### src/rtl/uart_tx.sv
// uart_tx: memory-mapped 8N1 UART transmitter with a byte FIFO and a sticky
// overflow flag. DATA (addr[2]=0) stores enqueue a byte; STATUS (addr[2]=1)
// loads return count/overflow/full/busy and clear overflow.
module uart_tx #(
  parameter int unsigned CLK_HZ = 50000000,
  parameter int unsigned BAUD   = 115200,
  parameter int unsigned DEPTH  = 16
) (
  input  logic        clock,
  input  logic        reset,
  input  logic        sel,
  input  logic        we,
  input  logic        re,
  input  logic [31:0] addr,
  input  logic [31:0] din,
  output logic [31:0] dout,
  output logic        tx
);

  localparam int unsigned DIV = CLK_HZ / BAUD;
  localparam int unsigned AW  = $clog2(DEPTH);
  localparam int unsigned CW  = $clog2(DIV);
  localparam logic [CW-1:0] BAUD_LAST  = CW'(DIV - 1);
  localparam logic [AW:0]   COUNT_FULL = (AW+1)'(DEPTH);

  localparam logic [1:0] S_IDLE  = 2'd0;
  localparam logic [1:0] S_START = 2'd1;
  localparam logic [1:0] S_DATA  = 2'd2;
  localparam logic [1:0] S_STOP  = 2'd3;

  logic [1:0]    state_q, state_d;
  logic [CW-1:0] baud_q, baud_d;
  logic [2:0]    bit_q, bit_d;
  logic [7:0]    shift_q, shift_d;
  logic          tx_q, tx_d;
  logic [AW-1:0] wr_ptr_q, wr_ptr_d;
  logic [AW-1:0] rd_ptr_q, rd_ptr_d;
  logic [AW:0]   count_q, count_d;
  logic          ovf_q, ovf_d;
  logic [7:0]    fifo_mem [DEPTH];

  logic push, push_ok, pop, baud_done, frame_end, ovf_clr, full, busy;
  logic [7:0] count8;
  logic unused_bits;

  assign unused_bits = ^{addr[31:3], addr[1:0], din[31:8]};
  assign tx = tx_q;

  // Push/pop qualification and FIFO bookkeeping
  always_comb begin
    push      = sel & we & ~addr[2];
    baud_done = (baud_q == BAUD_LAST);
    frame_end = (state_q == S_STOP) & baud_done;
    // The end of a stop bit counts as entering IDLE, so the next byte is
    // popped on that same edge and frames run back to back.
    pop       = (count_q != '0) & ((state_q == S_IDLE) | frame_end);
    push_ok   = push & ((count_q != COUNT_FULL) | pop);
    ovf_clr   = sel & re & addr[2];
    wr_ptr_d  = wr_ptr_q + AW'(push_ok);
    rd_ptr_d  = rd_ptr_q + AW'(pop);
    count_d   = count_q + (AW+1)'(push_ok) - (AW+1)'(pop);
    ovf_d     = ovf_q;
    if (ovf_clr) ovf_d = 1'b0;
    if (push & ~push_ok) ovf_d = 1'b1;
  end

  // Transmit FSM: each line bit held for DIV cycles of the baud counter
  always_comb begin
    state_d = state_q;
    baud_d  = baud_q;
    bit_d   = bit_q;
    shift_d = shift_q;
    tx_d    = tx_q;
    case (state_q)
      S_IDLE: begin
        if (pop) begin
          state_d = S_START;
          baud_d  = '0;
          shift_d = fifo_mem[rd_ptr_q];
          tx_d    = 1'b0;
        end
      end
      S_START: begin
        if (baud_done) begin
          state_d = S_DATA;
          baud_d  = '0;
          bit_d   = '0;
          tx_d    = shift_q[0];
        end else begin
          baud_d = baud_q + 1'b1;
        end
      end
      S_DATA: begin
        if (baud_done) begin
          baud_d = '0;
          if (bit_q == 3'd7) begin
            state_d = S_STOP;
            tx_d    = 1'b1;
          end else begin
            bit_d   = bit_q + 3'd1;
            shift_d = {1'b0, shift_q[7:1]};
            tx_d    = shift_q[1];
          end
        end else begin
          baud_d = baud_q + 1'b1;
        end
      end
      default: begin
        if (baud_done) begin
          baud_d = '0;
          if (pop) begin
            state_d = S_START;
            shift_d = fifo_mem[rd_ptr_q];
            tx_d    = 1'b0;
          end else begin
            state_d = S_IDLE;
            tx_d    = 1'b1;
          end
        end else begin
          baud_d = baud_q + 1'b1;
        end
      end
    endcase
  end

  // Status word / load data, combinational from addr[2]
  always_comb begin
    full   = (count_q == COUNT_FULL);
    busy   = (state_q != S_IDLE) | (count_q != '0);
    count8 = 8'(count_q);
    dout   = '0;
    if (addr[2]) dout = {16'h0, count8, 5'h0, ovf_q, full, busy};
  end

  // State registers with synchronous reset
  always_ff @(posedge clock) begin
    if (reset) begin
      state_q  <= S_IDLE;
      baud_q   <= '0;
      bit_q    <= '0;
      shift_q  <= '0;
      tx_q     <= 1'b1;
      wr_ptr_q <= '0;
      rd_ptr_q <= '0;
      count_q  <= '0;
      ovf_q    <= 1'b0;
    end else begin
      state_q  <= state_d;
      baud_q   <= baud_d;
      bit_q    <= bit_d;
      shift_q  <= shift_d;
      tx_q     <= tx_d;
      wr_ptr_q <= wr_ptr_d;
      rd_ptr_q <= rd_ptr_d;
      count_q  <= count_d;
      ovf_q    <= ovf_d;
    end
  end

  // FIFO storage write port; contents need no reset
  always_ff @(posedge clock) begin
    if (!reset && push_ok) fifo_mem[wr_ptr_q] <= din[7:0];
  end

endmodule

### config.mk
export PLATFORM = sky130hd
export DESIGN_NAME = uart_tx
export DESIGN_NICKNAME = d
export VERILOG_FILES = /design/src/rtl/uart_tx.sv
export SDC_FILE = /design/constraint.sdc
export NUM_CORES = 1
export LEC_CHECK = 0
export CORE_MARGIN = 2
export CORE_UTILIZATION = 55
export DETAILED_ROUTE_END_ITERATION = 8
export PLACE_DENSITY = 0.82
export SLEW_MARGIN = 20
export SYNTH_ARGS = -nofsm -noshare
export SYNTH_HDL_FRONTEND = slang
export SYNTH_SLANG_ARGS = --single-unit
### constraint.sdc
create_clock -name clock -period 3.9 [get_ports clock]
set_clock_uncertainty 0.2 [all_clocks]
set_input_delay 0.39 -clock clock [delete_from_list [all_inputs] [get_ports clock]]
set_output_delay 0.39 -clock clock [all_outputs]
set_load 0.005 [all_outputs]
Word-level counts from Yosys, hierarchy flattened
Memory sizes are Yosys's and may differ from the RTL's. A register that Yosys moved wholly into a read port is not among the register bits.
Index checks and enable logic that the tools add are counted.

operators by class
  multiply operators = 0
  $lt $le $gt $ge = 0
  divide/modulo/power cells = 0
  mux-type cells = 32
  bitwise operators = 14
  add/subtract/negate cells = 6
  shift operators = 0
  eq/ne operators = 12
  reductions and logical operators = 12

operators by type and width
  operator                                      number
  two-way mux 8 bit                             4
  two-way mux 9 bit                             3
  case mux 8 bit (3 select lines)               1
  two-way mux 13 bit                            1
  AND reduction 4 bit                           3
  two-way mux 1 bit                             11
  two-way mux 2 bit                             5
  inequality test 2 bit, second input constant  5
  adder 9 x 1 -> 9 bit, second input constant   1
  equality test 9 bit, second input constant    1
  two-way mux 3 bit                             3
  adder 4 x 1 -> 4 bit                          2
  AND 1 bit                                     8
  nonzero test 2 bit                            4
  case mux 2 bit (3 select lines)               1
  case mux 3 bit (2 select lines)               1
  adder 5 x 1 -> 5 bit                          1
  equality test 5 bit, second input constant    1
  inequality test 5 bit, second input constant  1
  AND reduction 5 bit                           1
  nonzero test 5 bit                            1
  subtractor 5 x 1 -> 5 bit                     1
  equality test 2 bit, second input constant    2
  two-way mux 4 bit                             1
  other kinds (9)                               13

word-level totals
  memories = 1
  word-level logic and storage cells = 86
  bits in registers = 37
  input bits = 69
  memory bits (read-only) = 0
  latch bits = 0
  output and inout port bits = 33
  RAM bits = 128

memory list
  name      words  bits a word  rd ports  clocked after memory_dff  wr ports  line  text
  fifo_mem  16     8            1         1                         1         40    logic [7:0] fifo_mem [DEPTH];

Longest topological paths before layout
  depth after elaboration = 9
  depth in mapped cells = 19
  depth with buffers taken out = 16

Worst setup path before layout
Ideal clock, no wire load.

  kind = flip-flop to flip-flop
  from = reg baud_q[2]
  to = reg count_q[4]
  path buffers = 2
  period minus slack after synthesis = 3.177 ns
  stages on the path, launching flop included = 17
  data required time = 3.630 ns
  arrival = 2.906 ns
  library setup time = 0.070 ns
  path slack = 0.723 ns
  path through = dfxtp_1 > or4b_4 > nor2_4 > a21oi_2 > nand2b_4 > buf_6 > buf_8 > ha_1 > inv_1 > ha_1 > inv_1 > fa_1 > inv_1 > a21oi_1 > nor2_1 > or3_1 > a21oi_1

between the ends
  longest elaborated chain between the ends = 8

RTL lines
  what                         line  text
  start: declaration           32    logic [CW-1:0] baud_q, baud_d;
  start signal: assignment     149   baud_q <= baud_d;
  equality test 9 bit *        52    baud_done = (baud_q == BAUD_LAST);
  AND 1 bit *                  53    frame_end = (state_q == S_STOP) & baud_done;
  bitwise OR 1 bit *           56    pop = (count_q != '0) & ((state_q == S_IDLE) | frame_end);
  AND 1 bit *                  56
  bitwise OR 1 bit             57    push_ok = push & ((count_q != COUNT_FULL) | pop);
  AND 1 bit                    57
  adder 5 x 1 -> 5 bit         61    count_d = count_q + (AW+1)'(push_ok) - (AW+1)'(pop);
  subtractor 5 x 1 -> 5 bit *  61
  end signal: assignment       155   count_q <= count_d;
  end: declaration             38    logic [AW:0] count_q, count_d;

Mark *: on every way between the ends. The rest lies on a longest branch, timed or not.
A chain may end at the register's enable or synchronous reset.

Worst setup path in the final report
Ends and elaborated chain as after synthesis.

==> flow_summary_export.csv <==
group,metric,value,unit
synth,synth_edf_count,128,
floorplanning,die_y,118.3,µm
layout,final_util,64.08,%
synth,avgSynthCellArea,14.39,µm²
routing,dr_wl_met2,7.508,mm
clock_tree,path_clk_slew,0.07,ns
place,port_buffers,22,
clock_tree,root_buffer,"clkbuf_16",
clock_tree,cts-resized-gates,0,
floorplanning,die_w,118.3,µm
layout,final_net_count,628,
routing,postRouteAntennaNets,0,
grt,grt_pass1_vias,4540,
layout,diodes,0,
grt,antenna_found_initial,0,
power,peakVddDrop,0.4262,mV
clock_tree,cts_tree,"built",
routing,m1WireLength,5.922,mm
sta,fin_ws,0.5294,ns
routing,drt-pass1-iter-count,5,
layout,instances_no_fill,724,
routing,drt_iter0_markers,535,
run_status,status,"completed",
sta,fin_crit,3.371,ns
layout,drive_gt1_share,15.40,%
sta,slew_viol_final,0,
grt,grt_usage,21.65,%
synth,synth_area,7179,µm²
synth,yosysSeqAreaShare,63.86,%
power,leakage,2.753,nW
routing,wirelength,14.59,mm
floorplanning,initial_core_util,56.66,%
clock_tree,clock_latency,0.42,ns
synth,synth_cell_types,55,
synth,ys_warn_count,0,
place,post-dp-hpwl,9.413,mm
clock_tree,htree_levels,4,
sta,holdWs,0.2705,ns
synth,async_flop_share,0,%
sta,setup_viol,0,
clock_tree,clock_path_buffers,2,
synth,dominantRegCellSynth,"edfxtp_1",
clock_tree,numCtsBuffers,17,
grt,grt_pass1_wl,23.21,mm
sta,slew_headroom,44.63,%
sta,tightest_slew,0.8294,ns
layout,area_growth,13.09,%
power,finalPower,4.995,mW
routing,dr_wl_met3,870,µm
critical_path,path_max_fanout,18,
routing,routed.top_layer,"met4",
critical_path,end_kind,"flop",
run,drv_cap,0,
place,postPlaceCellArea,7577,µm²
layout,stdcell_area,8119,µm²
routing,num_vias,4477,
power,p_per_area,615.2,nW/µm²
sta,fin_crit_sh,86.43,%
synth,synth_seq_cells,165,
clock_tree,postCtsSetupRepairBufs,0,
clock_tree,clkSinkCount,165,
sta,hold_violations,0,
min_path,hold_class,"flop to flop",
place,place.gp.congestion,0.8728,
critical_path,critPathKind,"flop to flop",
floorplanning,core-area,12670,µm²
clock_tree,hold_buffers,0,
routing,wire_per_inst,20.15,µm
routing,drc,0,
floorplanning,dieArea,13980,µm²
place,placed_cells,693,
layout,fill_cells,873,
sta,fmax,296.7,MHz
sta,finalSetupTns,0,ns
grt,grt_max_degree,33,
floorplanning,io_pins,102,
place,dp_slack,0.5691,ns
sta,grt_setup_unrepaired,"no",
critical_path,cp_data_arrival_time,3.52,ns
floorplanning,fp-row-count,41,
grt,grt_overflow_total,0,
critical_path,worst_ep_required_time,4.05,ns
synth,netlist_instances,499,
critical_path,start_kind,"flop",
routing,via_per_inst,6.184,
==> where the power goes <==
| part | total, mW | internal (mW) | switching (mW) |
|---|---|---|---|
| registers | 2.13 | 1.98 | 0.147 |
| clock network | 1.53 | 0.829 | 0.706 |
| logic | 1.33 | 0.602 | 0.730 |
| total | 4.99 | 3.41 | 1.58 |
==> area by class of cell <==
class	instances	area, µm²	area share [%]
repair buffers	43	377.9	4.654
flip-flops and latches	165	4586	56.48
multi-input cells	298	2342	28.85
clock inverters	14	116.4	1.433
well taps	172	215.2	2.651
clock buffers	17	425.4	5.240
inverters	15	56.30	0.6935
==> worst paths after layout <==
| check | from | end | slack (ns) | depth (start not counted) |
|---|---|---|---|---|
| max | baud_q[2] | count_q[4] | 0.53 | 14 |
| max reg2reg | baud_q[2] | count_q[4] | 0.53 | 14 |
| min reg2reg | shift_q[7] | shift_q[7] | 0.27 | 2 |
| min | shift_q[7] | shift_q[7] | 0.27 | 2 |
==> cell families (layout without fill, tap and decap cells) <==
family,after synthesis,after routing,share of synthesized area (%)
flops,165,165,63.86
simple gates,116,116,8.749
compound gates,90,90,8.278
buf+inv,59,89,4.723
mux,42,42,10.07
fa+ha+maj,19,19,3.416
xor+xnor,7,7,0.8540
other cells,1,24,0.05223
==> synth_stat cells (4+ instances only) <==
cell type | count | area [µm²]
a2111oi_0 | 4 | 35.03
nor3_1 | 15 | 75.07
a311oi_1 | 4 | 35.03
buf_2 | 4 | 20.02
nor2b_1 | 13 | 81.33
and3_1 | 4 | 25.02
a21oi_1 | 30 | 150.1
nand3_1 | 12 | 60.06
inv_1 | 14 | 52.55
edfxtp_1 | 128 | 3844
nor4_1 | 4 | 25.02
buf_4 | 25 | 187.7
mux4_2 | 24 | 540.5
a221oi_1 | 11 | 96.34
ha_1 | 18 | 225.2
a31oi_1 | 7 | 43.79
mux2i_1 | 16 | 160.2
clkbuf_1 | 11 | 41.29
nand2_1 | 16 | 60.06
o21ai_0 | 15 | 75.07
nor2_1 | 25 | 93.84
dfxtp_1 | 37 | 740.7
xor2_1 | 4 | 35.03
and2_1 | 8 | 50.05
a22oi_1 | 7 | 52.55
==> placed cells by master, fill, tap and decap left out, types with 11 or more instances in the layout <==
cell type	n
a21oi_1	30
a221oi_1	11
buf_4	21
clkbuf_16	17
clkdlybuf4s50_1	22
conb_1	24
dfxtp_1	36
edfxtp_1	128
ha_1	18
inv_1	14
mux2i_1	16
mux4_2	24
nand2_1	16
nand3_1	12
nor2_1	25
nor2b_1	13
nor3_1	15
o21ai_0	15
==> sequential cells by signal, indices dropped and copies added (netlist names) <==
register	flops
wr_ptr_q	4
baud_q	9
bit_q	3
tx	1
ovf_q	1
shift_q	8
rd_ptr_q	4
fifo_mem	128
count_q	5
state_q	2
==> worst max-delay path: stages, from the launching register on <==
cell,delay [ns]
dfxtp_1,0.38
or4b_4,0.59
nor2_4,0.20
a21oi_2,0.09
nand2b_4,0.25
ha_1,0.33
inv_1,0.04
ha_1,0.19
inv_1,0.07
fa_1,0.21
inv_1,0.05
a21oi_1,0.15
nor2_1,0.07
or3_1,0.34
a21oi_1,0.13
==> routing by layer <==
layer	global-route usage, %	vias up
li1	-	1974
met1	27.20	2252
met2	36.92	218
met3	4.730	33
met4	8.057	0
met5	0	-
Power figures use the tool's default switching activity.
